[config.mk]
export PLATFORM = sky130hd
export DESIGN_NAME = round_robin_decode_arbiter
export DESIGN_NICKNAME = d
export VERILOG_FILES = /design/src/rtl/round_robin_decode_arbiter.sv
export SDC_FILE = /design/constraint.sdc
export NUM_CORES = 1
export LEC_CHECK = 0
export BUFFER_PORTS_ARGS = -buffer_cell sky130_fd_sc_hd__buf_4
export CAP_MARGIN = 10
export CORE_ASPECT_RATIO = 0.5
export CORE_UTILIZATION = 40
export CTS_CLUSTER_DIAMETER = 120
export DETAILED_ROUTE_END_ITERATION = 12
export PLACE_DENSITY = 0.64
export SLEW_MARGIN = 5
export SYNTH_ARGS = -nofsm -noshare
export SYNTH_HDL_FRONTEND = slang
export SYNTH_SLANG_ARGS = --single-unit
export TNS_END_PERCENT = 5
[constraint.sdc]
create_clock -name clock -period 6.9 [get_ports clock]
set_input_delay 0.345 -clock clock [delete_from_list [all_inputs] [get_ports clock]]
set_output_delay 0.345 -clock clock [all_outputs]
set_load 0.01 [all_outputs]
[src/rtl/round_robin_decode_arbiter.sv]
// round_robin_decode_arbiter
//
// Purpose:
//   Eight-way round-robin arbiter for a single shared resource. One
//   requester at a time owns the resource. Ownership ends when the owner
//   signals done, drops its request, or has held the resource for MAX_HOLD
//   cycles; in that last case a one-cycle timeout pulse is raised. Every
//   grant is followed by at least one idle cycle, and the search for the
//   next owner starts just above the previous owner, so requesters are
//   served fairly.
//
// Parameters:
//   MAX_HOLD     longest grant in clock cycles (1..15)
//
// Ports:
//   clock        rising-edge clock
//   resetn       synchronous active-low reset
//   req_in[7:0]  level-sensitive request lines, bit i = requester i
//   done_in      owner releases the resource (only looked at while granted)
//   grant_out    one-hot grant, all zero when nobody owns the resource
//   grant_id     binary index of the owner, 0 when nobody owns it
//   grant_valid  high while the resource is granted
//   timeout_out  one-cycle pulse in the idle cycle after a forced release

module round_robin_decode_arbiter #(
  parameter int MAX_HOLD = 15
) (
  input  logic       clock,
  input  logic       resetn,
  input  logic [7:0] req_in,
  input  logic       done_in,
  output logic [7:0] grant_out,
  output logic [2:0] grant_id,
  output logic       grant_valid,
  output logic       timeout_out
);

  typedef enum logic {
    IDLE,
    GRANT
  } state_t;

  // Counter value reached in the final allowed grant cycle.
  localparam logic [3:0] HOLD_LAST = 4'(MAX_HOLD - 1);

  state_t     state, state_next;
  logic [3:0] hold_cnt, hold_next;
  logic [2:0] last_id, last_next;
  logic [2:0] id_next;
  logic [7:0] out_next;
  logic       valid_next;
  logic       timeout_next;

  logic [2:0] winner;
  logic       expire;
  logic       release_now;

  // Walk upward from the slot just above the previous owner. The 3-bit add
  // wraps 7 -> 0 on its own; the eighth step lands back on last_id so the
  // previous owner is considered only after everyone else.
  function automatic logic [2:0] pick_winner(input logic [7:0] req,
                                             input logic [2:0] last);
    logic [2:0] idx;
    logic       found;
    pick_winner = 3'd0;
    found       = 1'b0;
    for (int k = 1; k <= 8; k++) begin
      idx = last + 3'(k);
      if (!found && req[idx]) begin
        pick_winner = idx;
        found       = 1'b1;
      end
    end
  endfunction

  assign winner = pick_winner(req_in, last_id);

  // Release conditions while granted. A forced release only counts as a
  // timeout when the owner neither finished nor dropped its request.
  assign expire      = (hold_cnt == HOLD_LAST);
  assign release_now = done_in || !req_in[grant_id] || expire;

  // State and all outputs are registered; reset wins over everything.
  always_ff @(posedge clock) begin
    if (!resetn) begin
      state       <= IDLE;
      grant_out   <= 8'h00;
      grant_id    <= 3'd0;
      grant_valid <= 1'b0;
      timeout_out <= 1'b0;
      hold_cnt    <= 4'd0;
      last_id     <= 3'd7;
    end else begin
      state       <= state_next;
      grant_out   <= out_next;
      grant_id    <= id_next;
      grant_valid <= valid_next;
      timeout_out <= timeout_next;
      hold_cnt    <= hold_next;
      last_id     <= last_next;
    end
  end

  // Next-state and next-output logic. The timeout pulse defaults low so it
  // lasts only the single idle cycle following a forced release.
  always_comb begin
    state_next   = state;
    out_next     = grant_out;
    id_next      = grant_id;
    valid_next   = grant_valid;
    timeout_next = 1'b0;
    hold_next    = hold_cnt;
    last_next    = last_id;

    case (state)
      IDLE: begin
        if (req_in != 8'h00) begin
          state_next = GRANT;
          id_next    = winner;
          out_next   = 8'b1 << winner;
          valid_next = 1'b1;
          hold_next  = 4'd0;
          last_next  = winner;
        end
      end

      GRANT: begin
        if (release_now) begin
          state_next   = IDLE;
          id_next      = 3'd0;
          out_next     = 8'h00;
          valid_next   = 1'b0;
          hold_next    = 4'd0;
          timeout_next = expire && !done_in && req_in[grant_id];
        end else begin
          hold_next = hold_cnt + 4'd1;
        end
      end

      default: begin
        state_next = IDLE;
        id_next    = 3'd0;
        out_next   = 8'h00;
        valid_next = 1'b0;
        hold_next  = 4'd0;
      end
    endcase
  end

endmodule

-- After elaboration in Yosys (flattened, before gate mapping)
Cells that the tools add are included.
- flip-flop bits (word level): 21
- latch bits: 0
- RAM bits: 0
- bits in read-only memories: 0
- input port bits: 11
- memories kept: 0
- add/subtract/negate cells: 8
- multipliers: 0
- div/mod/pow operators: 0
- magnitude comparators: 9
- equal/unequal tests: 3
- shifts and indexed selects: 1
- muxes and demuxes: 48
- bitwise gates (word level): 1
- reduce and logical (&&, ||, !) cells: 24
- operators with widths (operator ; count):
    $lt A3 B4 Y1 const B ; 9
    $mux W3 ; 10
    $bmux W1 S3 ; 9
    $mux W1 ; 20
    $mux W8 ; 2
    $pmux W8 S2 ; 1
    $add A3 B3 Y3 const B ; 4
    $logic_and A1 B1 Y1 ; 9
    $logic_not A1 Y1 ; 9
    $mux W4 ; 2
    $pmux W4 S2 ; 1
    $reduce_bool A8 Y1 ; 1
    $shl A1 B3 Y8 const A ; 1
    $add A3 B2 Y3 const B ; 2
    $pmux W3 S2 ; 1
    $add A4 B1 Y4 const B ; 1
    $eq A4 B4 Y1 const B ; 1
    $pmux W1 S2 ; 2
    $reduce_and A2 Y1 ; 2
    $add A3 B1 Y3 const B ; 1
    $reduce_and A3 Y1 ; 1
    $logic_or A1 B1 Y1 ; 2
    $ne A2 B1 Y1 const B ; 1
    $ne A2 B2 Y1 const B ; 1
    $not A1 Y1 ; 1

-- Longest topological paths before layout
Gate-level depths: netlist of the first run.
- word-level depth: 28
- gate-level depth with buffers: 13
- depth with buffers taken out: 10

-- Worst setup path before layout of the first run
No wires, ideal clock.
- kind: register -> register
- start: reg last_id[1]
- end: reg grant_out[2]
- arrival time: 2.990 ns
- slack: 3.793 ns
- cell stages (with the launch flop): 14
- path buffers: 3
- clock period less this slack: 3.107 ns
- cell sequence: dfxtp_1 -> buf_4 -> buf_2 -> inv_1 -> ha_1 -> buf_2 -> mux4_2 -> mux2i_1 -> nand4_2 -> nor3_4 -> o21ai_2 -> a32oi_2 -> nor2_1 -> a22o_1
- word-level cells in the longest chain between the ends: 28
- elaborated cells on any way between the ends: 55
- classes of those cells: add/sub: 7; shift: 1; mux: 33; reduce/logical: 14
- ends and longest elaborated chain (element ; line ; source):
    start: declaration ; 48 ; logic [2:0] last_id, last_next;
    start signal: assignment ; 100 ; last_id <= last_next;
    $add A3 B1 Y3 ; 68 ; idx = last + 3'(k);
    $bmux W1 S3 ; 69 ; if (!found && req[idx]) begin
    $mux W1 (not written as such) ; 69 ;
    $mux W1 ; 69 ;
    $logic_not A1 Y1 ; 69 ;
    $logic_and A1 B1 Y1 ; 69 ;
    $mux W1 ; 69 ;
    $logic_not A1 Y1 ; 69 ;
    [12 not listed] ; n/a ;
    $logic_and A1 B1 Y1 ; 69 ;
    $mux W1 ; 69 ;
    $logic_not A1 Y1 ; 69 ;
    $logic_and A1 B1 Y1 ; 69 ;
    $mux W3 (*) ; 69 ;
    $shl A1 B3 Y8 (*) ; 120 ; out_next = 8'b1 << winner;
    $mux W8 (*) ; 117 ; if (req_in != 8'h00) begin
    $pmux W8 S2 (*) ; 115 ; case (state)
    end signal: assignment ; 95 ; grant_out <= out_next;
    end: declaration ; 32 ; output logic [7:0] grant_out,
Every way passes the cells marked *; elsewhere a longest branch is shown, timed or not. The select of a mux whose other input is x is not followed.
A chain may end at the register's enable or synchronous reset.

-- Worst setup path after layout of the first run
Ends and elaborated chain as after synthesis.

==> qor.log, run 1 <==
INFO  synthesis      yosysTopAreaCellShare=23.4%
INFO  drt            antenna_violating_nets_post_route=0
INFO  worst_setup_path cpMaxStageDelayCell=dfxtp_1
INFO  pwr            powerDensity=488nW/um^2
INFO  worst_setup_path cp-end-kind=flop
INFO  timing         finalHoldViolCount=0
INFO  floorplan      dieWidth=96.7um
INFO  clock_network  clk_pin_slew=80ps
INFO  pwr            p_leak=0.781nW
INFO  final_layout   antenna_cells=0
INFO  synthesis      top_cells_by_area_synth=dfxtp_1 (23%), mux4_2 (20%), mux2i_1 (5.0%), nand2_1 (4.6%), mux2_2 (3.8%)
INFO  floorplan      die_area=4770um^2
INFO  synthesis      synth.yosys.seq_area_share=23.4%
INFO  final_layout   n_fill_cell=388
INFO  clock_network  ctsLongestPathBuffers=2
INFO  synthesis      leading_post_synthesis_cells_by_instance_count=nand2_1 (22), dfxtp_1 (21), mux4_2 (16)
INFO  min_path       hold-path-cell-count=2
INFO  synthesis      netlist_instances=189
INFO  drt            final_wl=4070um
INFO  clock_network  cts-resized-gates=0
INFO  synthesis      synth.avg_cell_area=9.49um^2
INFO  grt            grt_start_max_net_pins=18
INFO  timing         timing.final.max_slew_violations=0
INFO  timing         final_period_minus_worst_setup_slack=3790ps
INFO  worst_setup_path critical_path.top_delay_family=flip-flops
INFO  place          place_hpwl=3070um
INFO  min_path       hold_path.startpoint=resetn
INFO  grt            number_of_antenna_violations_at_the_first_check_in_global_routing=0
INFO  synthesis      post-synth-top-area-cell=dfxtp_1
INFO  worst_setup_path timing_worst_setup_path_type=reg2reg
INFO  worst_setup_path r2r-start=last_id[1]$_SDFFE_PN1P_
INFO  final_layout   ff_latch_area=420um^2
INFO  timing         setup_viol=0
INFO  worst_setup_path cp.arrival=3950ps
INFO  clock_network  clock_tree.root_cell=clkbuf_8
INFO  synthesis      ys_warn_count=0
INFO  clock_network  cts_hold_buf=0
INFO  timing         post-route-worst-setup-slack=3110ps
INFO  worst_setup_path critical_path_required=7060ps
INFO  synthesis      synth_cell_types=47
INFO  floorplan      design.core.area=4100um^2
INFO  worst_setup_path critical_path_buf_inv_count=1
INFO  clock_network  tritoncts=done
INFO  synthesis      synth-main-ff-cell=dfxtp_1
INFO  final_layout   multi_input_area=1300um^2
INFO  clock_network  cts-htree-levels=1
INFO  final_layout   area_delta_synth_final=13.3%
INFO  worst_setup_path rr_endpoint=grant_out[2]$_SDFFE_PN0P_
INFO  drt            detail_route.iter0.violations=128
INFO  timing         tightest_slew=813ps
INFO  worst_setup_path worst-path-max-fanout=17
INFO  grt            grt.overflow.total=0
INFO  place          io_buffer_count=23
INFO  timing         layout_worst_path_cycle_share=54.9%
INFO  worst_setup_path worst_setup_path_start_kind=flop
INFO  clock_network  post_cts.repair.setup_buffers=0
INFO  grt            first_global_vias=1399
INFO  min_path       min_path_type=in2reg
INFO  grt            global_route.usage.total=18.1%
INFO  drt            wl_per_cell=15.6um
INFO  floorplan      initial_utilization=43.7%
INFO  worst_setup_path cell_by_cell_trace_of_the_critical_path=inv_1 -> ha_1 -> mux4_2 -> mux2i_1 -> nand4_2 -> nor3_4 -> o21ai_2 -> a32oi_2 -> nor2_1 -> a22o_1
INFO  final_layout   drive_above_1_share=28.0%
INFO  drt            dr.pass1.iters=4
INFO  drt            route.detailed.vias_per_inst=6.02
INFO  timing         grt_setup_unrepaired=no
INFO  pwr            worst_case_vdd_ir_drop=0.151mV
INFO  worst_setup_path setup_slack_of_the_worst_register_to_register_path=3110ps
INFO  worst_setup_path worstRegToRegCells=10
INFO  grt            global_route_wire_length_before_repair=7040um
INFO  place          place_worst_setup_slack=3090ps
INFO  final_layout   nets=223
INFO  timing         tns=0ps
INFO  clock_network  worstSkewPairLatency=260ps
INFO  run_status     result_of_the_run=finished, final reports clean
INFO  synthesis      ys_async_sr_fraction=0%
INFO  floorplan      pin_count=24
INFO  place          place.gp.congestion=0.838
INFO  timing         fmaxAchievable=264MHz
INFO  synthesis      synth_edf_count=0
INFO  run            drv.max_cap_violation_count=0
INFO  worst_setup_path worst_path_largest_cell_delay=860ps
INFO  floorplan      die-height=49.3um
INFO  synthesis      post_synth_net_total=204
INFO  clock_network  tritoncts.num_buffers=3
INFO  drt            drcViolationCount=0
INFO  clock_network  clock_sinks=21
INFO  drt            detailroute.via_count=1570
INFO  synthesis      yosys.cell_count.top_type=nand2_1
INFO  synthesis      yosys_register_bits=21
INFO  timing         maxSlewHeadroom=45.7%
INFO  timing         finalClockSkew=6.57ps
INFO  min_path       hold_path_end=last_id[0]$_SDFFE_PN1P_
INFO  synthesis      mappedNetlistArea=1790um^2
INFO  floorplan      placement_rows=16
sequential cells by signal (all words and copies together) (netlist names):
register,flops
grant_id,3
grant_out,8
grant_valid,1
hold_cnt,4
last_id,3
state,1
timeout_out,1
worst max path at each step:
| stage | from | cells past startpoint | slack [ps] | endpoint |
|---|---|---|---|---|
| CTS | last_id[1]$_SDFFE_PN1P_ | 10 | 3070 | grant_out[2]$_SDFFE_PN0P_ |
| global placement | last_id[1]$_SDFFE_PN1P_ | 10 | 3220 | grant_out[6]$_SDFFE_PN0P_ |
| floorplan | last_id[1]$_SDFFE_PN1P_ | 13 | 3790 | grant_out[2]$_SDFFE_PN0P_ |
| finish | last_id[1]$_SDFFE_PN1P_ | 10 | 3110 | grant_out[2]$_SDFFE_PN0P_ |
| detailed placement | last_id[1]$_SDFFE_PN1P_ | 10 | 3090 | grant_out[2]$_SDFFE_PN0P_ |
| global route | last_id[1]$_SDFFE_PN1P_ | 10 | 2790 | grant_out[2]$_SDFFE_PN0P_ |
cells by family after synthesis:
logic type	count (synthesis)	share of synthesized area, %
AOI/OAI and AO/OA	52	19.5
xor gates and xnor gates	3	1.88
adders and majority gates	4	2.79
buffers and inverters	15	4.12
DFF	21	23.4
muxes	32	30.1
and+or+nand+nor	62	18.1
through the flow:
step	std cells	util [%]	total power, mW	hold WS (ps)	instance area, um^2
final	261	49.5	0.991	370	2030
after global routing	261	49.5	1.09	378	2030
after CTS	261	49.5	0.994	365	2030
after detailed placement	257	48.3	0.908	440	1980
after global placement	257	48.3	0.903	438	1980
after floorplan	189	-	0.769	470	1790
per-layer routing:
metal | vias to the layer above | share of wire, % | global-route usage [%]
met5 | - | 0 | 0
met4 | 0 | 1.3 | 4.73
met3 | 4 | 5.3 | 1.72
met2 | 51 | 46 | 28.5
met1 | 752 | 47 | 26.6
li1 | 763 | - | -
final cells by class:
cell class,count,area share [%]
Multi-Input combinational cell,153,64.0
Sequential cell,21,20.7
Timing Repair Buffer,23,8.50
Tap cell,54,3.33
Clock buffer,3,2.03
Inverter,6,1.11
Clock inverter,1,0.370
cells in the final DEF, fill, tap and decap left out, drive strengths merged, types with 3 or more instances in the layout:
cell type  instances
buf               23
nand2             22
dfxtp             21
o21ai             20
mux4              16
mux2i             10
nand3              9
a21oi              7
mux2               6
nor2               6
o211ai             6
inv                6
nand2b             5
a21boi             5
and2               4
ha                 4
nor2b              3
a22o               3
and3               3
o31ai              3
clkbuf             3
worst reg2reg max path, stage by stage, from the launching register on:
cell and delay [ps]:
dfxtp_1 860, inv_1 250, ha_1 610, mux4_2 440, mux2i_1 230, nand4_2 190, nor3_4 330, o21ai_2 110
a32oi_2 320, nor2_1 120, a22o_1 240
power by group:
group	switching, mW	leakage (nW)	total (mW)	internal [mW]
combinational	0.373	0.587	0.694	0.321
sequential	0.0619	0.172	0.214	0.152
clock	0.0416	0.0217	0.0824	0.0408
total	0.476	0.781	0.991	0.515
No activity file was read; power rests on OpenSTA's default activity.
==> run 2: changes to the inputs <==
PLACE_DENSITY = 0.66   (was 0.64)
clock period = 3.3 ns   (was 6.9 ns; I/O delays follow)
==> qor.log, run 2 (synthesis results as in run 1) <==
INFO  run_status     result_of_the_run=finished, final reports clean
INFO  worst_setup_path cp.arrival=3110ps [-840 ps]
INFO  worst_setup_path timing_worst_setup_path_type=reg2reg
INFO  timing         grt_setup_unrepaired=no
INFO  grt            grt.overflow.total=0 [unchanged]
INFO  drt            antenna_violating_nets_post_route=0 [unchanged]
INFO  timing         fmaxAchievable=338MHz [+28%]
INFO  final_layout   area_delta_synth_final=15.6%
INFO  timing         post-route-worst-setup-slack=345ps [-2770 ps]
INFO  final_layout   antenna_cells=0 [unchanged]
INFO  drt            dr.pass1.iters=4 [unchanged]
INFO  pwr            worst_case_vdd_ir_drop=0.328mV [+120%]
INFO  grt            number_of_antenna_violations_at_the_first_check_in_global_routing=0 [unchanged]
INFO  min_path       min_path_type=in2reg
INFO  final_layout   drive_above_1_share=29.6% [+1.6 points]
INFO  worst_setup_path rr_endpoint=grant_out[2]$_SDFFE_PN0P_
INFO  clock_network  clock_sinks=21 [unchanged]
INFO  worst_setup_path cell_by_cell_trace_of_the_critical_path=inv_1 -> ha_1 -> mux4_2 -> mux2i_1 -> nand4_2 -> nor3_4 -> o21ai_2 -> a32oi_2 -> nor2_1 -> a22o_1
INFO  worst_setup_path critical_path.top_delay_family=compound AO/OA/AOI/OAI gates
INFO  drt            detailroute.via_count=1614 [+2.8%]
INFO  drt            wl_per_cell=15.5um [-0.95%]
INFO  place          io_buffer_count=23 [unchanged]
INFO  clock_network  post_cts.repair.setup_buffers=0 [unchanged]
INFO  min_path       hold_path_end=last_id[2]$_SDFFE_PN1P_
INFO  worst_setup_path cp-end-kind=flop
INFO  worst_setup_path cpMaxStageDelayCell=dfxtp_1
INFO  grt            global_route_wire_length_before_repair=7070um [+0.30%]
INFO  timing         finalClockSkew=3.60ps [-2.97 ps]
INFO  drt            drcViolationCount=0 [unchanged]
INFO  final_layout   commonest_non_fill_non_tap_cell_in_the_layout=buf_4
INFO  pwr            p_leak=0.810nW [+3.7%]
INFO  worst_setup_path worst_setup_path_start_kind=flop
INFO  worst_setup_path r2r-start=last_id[1]$_SDFFE_PN1P_
INFO  clock_network  cts_hold_buf=0 [unchanged]
INFO  floorplan      die_area=4770um^2 [unchanged]
INFO  clock_network  worstSkewPairLatency=260ps [about the same]
INFO  floorplan      dieWidth=96.7um [unchanged]
INFO  worst_setup_path worstRegToRegCells=10 [unchanged]
INFO  worst_setup_path critical_path_required=3460ps [-3600 ps]
INFO  place          place_hpwl=3160um [+2.8%]
INFO  clock_network  ctsLongestPathBuffers=2 [unchanged]
INFO  worst_setup_path critical_path_buf_inv_count=1 [unchanged]
INFO  final_layout   biggestRegsByFlops=grant_out: 8 flops, hold_cnt: 4 flops
INFO  clock_network  tritoncts=done
INFO  place          dpl.cell_count=263 [+2.3%]
INFO  timing         tightest_slew=503ps [-310 ps]
INFO  grt            global_route.usage.total=18.3% [+0.18 points]
INFO  final_layout   most-common-layout-cells=buf_4 (29), nand2_1 (22), dfxtp_1 (21)
INFO  drt            detail_route.iter0.violations=128 [unchanged]
INFO  worst_setup_path worst-path-max-fanout=6 [-11]
INFO  floorplan      design.core.area=4100um^2 [unchanged]
INFO  worst_setup_path worst_path_largest_cell_delay=410ps [-450 ps]
INFO  floorplan      placement_rows=16 [unchanged]
INFO  final_layout   nets=229 [+2.7%]
INFO  drt            final_wl=4130um [+1.3%]
INFO  timing         finalHoldViolCount=0 [unchanged]
INFO  floorplan      pin_count=24 [unchanged]
INFO  min_path       hold-path-cell-count=2 [unchanged]
INFO  timing         layout_worst_path_cycle_share=89.5% [+35 points]
INFO  clock_network  clock_tree.root_cell=clkbuf_8
INFO  final_layout   finish.cell_count_without_fillers=267 [+2.3%]
INFO  clock_network  tritoncts.num_buffers=3 [unchanged]
INFO  timing         tns=0ps [unchanged]
INFO  final_layout   max_flop_register=grant_out
INFO  run            drv.max_cap_violation_count=0 [unchanged]
INFO  min_path       hold_path.startpoint=resetn
INFO  timing         timing.final.max_slew_violations=0 [unchanged]
INFO  timing         final_period_minus_worst_setup_slack=2950ps [-830 ps]
INFO  final_layout   largest_reg_flops=8 [unchanged]
INFO  timing         maxSlewHeadroom=66.5% [+21 points]
INFO  grt            grt_start_max_net_pins=17 [-1]
INFO  pwr            powerDensity=1030nW/um^2 [+110%]
INFO  floorplan      initial_utilization=43.7% [unchanged]
INFO  worst_setup_path setup_slack_of_the_worst_register_to_register_path=350ps [-2770 ps]
INFO  clock_network  cts-resized-gates=0 [unchanged]
INFO  place          place_worst_setup_slack=383ps [-2710 ps]
INFO  drt            route.detailed.vias_per_inst=6.04 [+0.49%]
INFO  clock_network  cts-htree-levels=1 [unchanged]
INFO  place          place.gp.congestion=0.831 [-0.88%]
INFO  floorplan      die-height=49.3um [unchanged]
INFO  clock_network  clk_pin_slew=80ps [about the same]
INFO  timing         setup_viol=0 [unchanged]
INFO  grt            first_global_vias=1438 [+2.8%]
==> run 2: metrics by stage <==
stage / area (um^2) / hold WS, ps / power (mW) / utilization [%]
after floorplan: 1790 / 318 / 1.61 / -
after global placement: 2030 / 437 / 1.94 / 49.4
after detailed placement: 2030 / 439 / 1.96 / 49.4
after CTS: 2070 / 186 / 2.13 / 50.5
after global routing: 2070 / 197 / 2.33 / 50.5
final: 2070 / 188 / 2.14 / 50.5
==> run 2: cell type report <==
| class | instances | area, um^2 |
|---|---|---|
| Inverter | 6 | 22.5 |
| Tap cell | 54 | 67.6 |
| Sequential cell | 21 | 420 |
| Fill cell | 385 | 2030 |
| Clock buffer | 4 | 45.0 |
| Timing Repair Buffer | 29 | 218 |
| Multi-Input combinational cell | 153 | 1300 |
==> run 2: worst max-delay path by stage <==
stage / from / to / cells after the start
5_1_grt: last_id[1]$_SDFFE_PN1P_ / grant_out[2]$_SDFFE_PN0P_ / 10
6_report: last_id[1]$_SDFFE_PN1P_ / grant_out[2]$_SDFFE_PN0P_ / 10
2_1_floorplan: last_id[1]$_SDFFE_PN1P_ / grant_out[2]$_SDFFE_PN0P_ / 13
3_5_place_dp: last_id[0]$_SDFFE_PN1P_ / grant_out[2]$_SDFFE_PN0P_ / 10
3_3_place_gp: last_id[1]$_SDFFE_PN1P_ / grant_out[6]$_SDFFE_PN0P_ / 10
4_1_cts: last_id[0]$_SDFFE_PN1P_ / grant_out[2]$_SDFFE_PN0P_ / 10
==> run 2: report_power, final <==
group	switching, mW	total, mW	leakage [nW]	internal (mW)
combinational	0.875	1.59	0.615	0.718
clock	0.0826	0.169	0.0228	0.0860
sequential	0.0553	0.374	0.172	0.319
==> run 2: layer usage <==
metal | global-route usage (%) | vias up | wire length, um
met3 | 2.01 | 9 | 212
met5 | 0 | - | 0
met1 | 26.3 | 775 | 1970
met4 | 7.46 | 0 | 88
met2 | 28.1 | 52 | 1860
li1 | - | 778 | -
==> run 2: worst reg2reg max path, delay by kind of cell, from the launching register on <==
| family | cells | cell delay [ps] |
|---|---|---|
| adders and majority gates | 1 | 410 |
| DFF | 1 | 410 |
| buffers and inverters | 1 | 130 |
| AOI/OAI and AO/OA | 3 | 670 |
| and+or+nand+nor | 3 | 620 |
| muxes | 2 | 630 |
==> run 3: changes to the inputs <==
CAP_MARGIN = not set   (was 10)
CELL_PAD_IN_SITES_DETAIL_PLACEMENT = 1   (was not set)
CELL_PAD_IN_SITES_GLOBAL_PLACEMENT = 1   (was not set)
CTS_CLUSTER_SIZE = 20   (was not set)
PLACE_DENSITY = 0.81   (was 0.66)
==> qor.log, run 3 (synthesis results as in run 1) <==
INFO  run_status     result_of_the_run=finished, final reports clean
INFO  place          place_hpwl=3570um [+13%]
INFO  worst_setup_path cell_by_cell_trace_of_the_critical_path=inv_1 -> ha_1 -> mux4_2 -> mux2i_1 -> nand4_2 -> nor3_4 -> o21ai_2 -> a32oi_2 -> nor2_1 -> a22o_1
INFO  pwr            pwr-share-comb=74.0% [-0.6 points]
INFO  final_layout   finish.cell_count_without_fillers=264 [-1.1%]
INFO  worst_setup_path critical_path_required=3460ps [about the same]
INFO  floorplan      placement_rows=16 [unchanged]
INFO  grt            grt.overflow.total=0 [unchanged]
INFO  final_layout   area_delta_synth_final=14.4%
INFO  timing         final_period_minus_worst_setup_slack=3030ps [+75.9 ps]
INFO  floorplan      dieWidth=96.7um [unchanged]
INFO  timing         setup_viol=0 [unchanged]
INFO  grt            number_of_antenna_violations_at_the_first_check_in_global_routing=0 [unchanged]
INFO  worst_setup_path timing_worst_setup_path_type=reg2reg
INFO  drt            wl_met1=2170um [+10%]
INFO  clock_network  worstSkewPairLatency=260ps [about the same]
INFO  timing         fmaxAchievable=330MHz [-2.5%]
INFO  timing         finalHoldViolCount=0 [unchanged]
INFO  drt            met2_length=2220um [+20%]
INFO  pwr            powerDensity=1040nW/um^2 [+1.2%]
INFO  pwr            internal-power=1.10mW [-1.8%]
INFO  final_layout   biggestRegsByFlops=grant_out: 8 flops, hold_cnt: 4 flops
INFO  clock_network  clock_tree.root_cell=clkbuf_8
INFO  drt            detailroute.via_count=1620 [+0.37%]
INFO  grt            global_route.usage.total=20.2% [+1.9 points]
INFO  place          place_worst_setup_slack=239ps [-144 ps]
INFO  clock_network  clk_pin_slew=70ps [about the same]
INFO  timing         post-route-worst-setup-slack=269ps [-75.9 ps]
INFO  floorplan      die-height=49.3um [unchanged]
INFO  pwr            power.net_switching=1.04mW [+2.4%]
INFO  final_layout   drive_above_1_share=29.0% [-0.53 points]
INFO  place          io_buffer_count=23 [unchanged]
INFO  final_layout   max_flop_register=grant_out
INFO  clock_network  cts-htree-levels=1 [unchanged]
INFO  floorplan      die_area=4770um^2 [unchanged]
INFO  final_layout   largest_reg_flops=8 [unchanged]
INFO  drt            dr.max_layer_used=met3
INFO  clock_network  tritoncts=done
INFO  drt            antenna_violating_nets_post_route=0 [unchanged]
INFO  pwr            p_leak=0.795nW [-1.8%]
INFO  drt            dr.pass1.iters=4 [unchanged]
INFO  timing         timing.final.max_slew_violations=0 [unchanged]
INFO  place          place.gp.congestion=0.825 [-0.64%]
INFO  run            drv.max_cap_violation_count=0 [unchanged]
INFO  drt            wl_per_cell=17.4um [+13%]
INFO  drt            detailroute.wirelength.met3=208um [-1.9%]
INFO  min_path       min_path_type=in2reg
INFO  grt            grt_start_max_net_pins=17 [unchanged]
INFO  drt            detail_route.iter0.violations=82 [-36%]
INFO  pwr            pwr-share-seq=18.1% [+0.6 points]
INFO  timing         maxSlewHeadroom=62.8% [-3.7 points]
INFO  final_layout   commonest_non_fill_non_tap_cell_in_the_layout=buf_4
INFO  final_layout   n_fill_cell=469 [+22%]
INFO  worst_setup_path worst_setup_path_start_kind=flop
INFO  place          dpl.cell_count=260 [-1.1%]
INFO  final_layout   most-common-layout-cells=buf_4 (26), nand2_1 (22), dfxtp_1 (20)
INFO  drt            route.detailed.vias_per_inst=6.14 [+1.5%]
INFO  timing         grt_setup_unrepaired=no
INFO  timing         tightest_slew=559ps [+55.3 ps]
INFO  worst_setup_path cpMaxStageDelayCell=ha_1
INFO  worst_setup_path cp-end-kind=flop
INFO  worst_setup_path cp.arrival=3190ps [+80 ps]
INFO  floorplan      pin_count=24 [unchanged]
INFO  grt            global_route_wire_length_before_repair=7860um [+11%]
INFO  timing         finalClockSkew=2.88ps [-0.716 ps]
INFO  worst_setup_path worst-path-max-fanout=7 [+1]
INFO  floorplan      design.core.area=4100um^2 [unchanged]
INFO  grt            first_global_vias=1608 [+12%]
INFO  drt            drcViolationCount=0 [unchanged]
INFO  drt            final_wl=4600um [+11%]
INFO  pwr            power.switching_fraction=48.5% [+1.0 points]
INFO  timing         layout_worst_path_cycle_share=91.8% [+2.3 points]
INFO  clock_network  tritoncts.num_buffers=3 [unchanged]
INFO  final_layout   antenna_cells=0 [unchanged]
INFO  clock_network  clock_sinks=21 [unchanged]
INFO  pwr            clkPwrFrac=7.9% [about the same]
INFO  pwr            worst_case_vdd_ir_drop=0.366mV [+11%]
INFO  clock_network  ctsLongestPathBuffers=2 [unchanged]
INFO  final_layout   nets=226 [-1.3%]
INFO  final_layout   layout.core_utilization=50.0% [-0.52 points]
INFO  floorplan      initial_utilization=43.7% [unchanged]
INFO  worst_setup_path worst_path_largest_cell_delay=470ps [+60 ps]
INFO  timing         tns=0ps [unchanged]
## run 3: cell types whose count changed in the layout (fill, tap and decap cells not counted)
cell and delta:
buf_4 -3, dfxtp_2 +1, dfxtp_1 -1
## run 3: path summary, 6_finish.rpt
check / cells after the start / slack, ps / to / start
setup / recovery: 10 / 270 / grant_out[2]$_SDFFE_PN0P_ / last_id[1]$_SDFFE_PN1P_
hold / removal: 2 / 200 / last_id[1]$_SDFFE_PN1P_ / resetn
setup reg to reg: 10 / 270 / grant_out[2]$_SDFFE_PN0P_ / last_id[1]$_SDFFE_PN1P_
hold reg to reg: 2 / 450 / grant_out[1]$_SDFFE_PN0P_ / grant_out[1]$_SDFFE_PN0P_
## run 3: final cells by class
type	instances	area, um^2	share of cell area (%)
Multi-Input combinational cell	153	1300	63.3
Sequential cell	21	422	20.6
Timing Repair Buffer	26	195	9.52
Tap cell	54	67.6	3.29
Clock buffer	4	45.0	2.20
Inverter	6	22.5	1.10
## run 3: per-layer routing
metal  vias to the layer above  GRT usage [%]
li1                        767              -
met1                       814           28.3
met2                        39           35.0
met3                         0           1.29
met4                         0           3.73
met5                         -              0
## run 3: what timing repair did
item,4_1_cts,5_1_grt
hold buffers,0,0
endpoints found under the setup margin,0,2
setup buffers,0,0
hold endpoints to repair,0,0
gates resized for setup,0,1
## run 3: metrics by stage
stage | hold WS, ps | total power [mW] | instance area (um^2)
final | 197 | 2.14 | 2050
after global routing | 208 | 2.30 | 2050
after CTS | 195 | 2.14 | 2050
after detailed placement | 445 | 1.97 | 2000
after global placement | 438 | 1.92 | 2000
after floorplan | 318 | 1.61 | 1790
## run 3: power by group through the flow
| stage | clock network (mW) | logic (mW) | registers, mW |
|---|---|---|---|
| floorplan | 0 | 1.23 | 0.378 |
| global placement | 0 | 1.53 | 0.388 |
| detailed placement | 0 | 1.57 | 0.392 |
| CTS | 0.174 | 1.58 | 0.386 |
| global route | 0.185 | 1.72 | 0.400 |
| finish | 0.170 | 1.58 | 0.387 |
## run 3: worst max-delay path: cells and delay by family, from the launching register on
family | cells | cell delay [ps]
buffers and inverters | 1 | 90
AO/OA/AOI/OAI | 3 | 700
AND/OR/NAND/NOR | 3 | 640
flip-flops | 1 | 340
adder cells (fa/ha/maj) | 1 | 470
multiplexers | 2 | 670
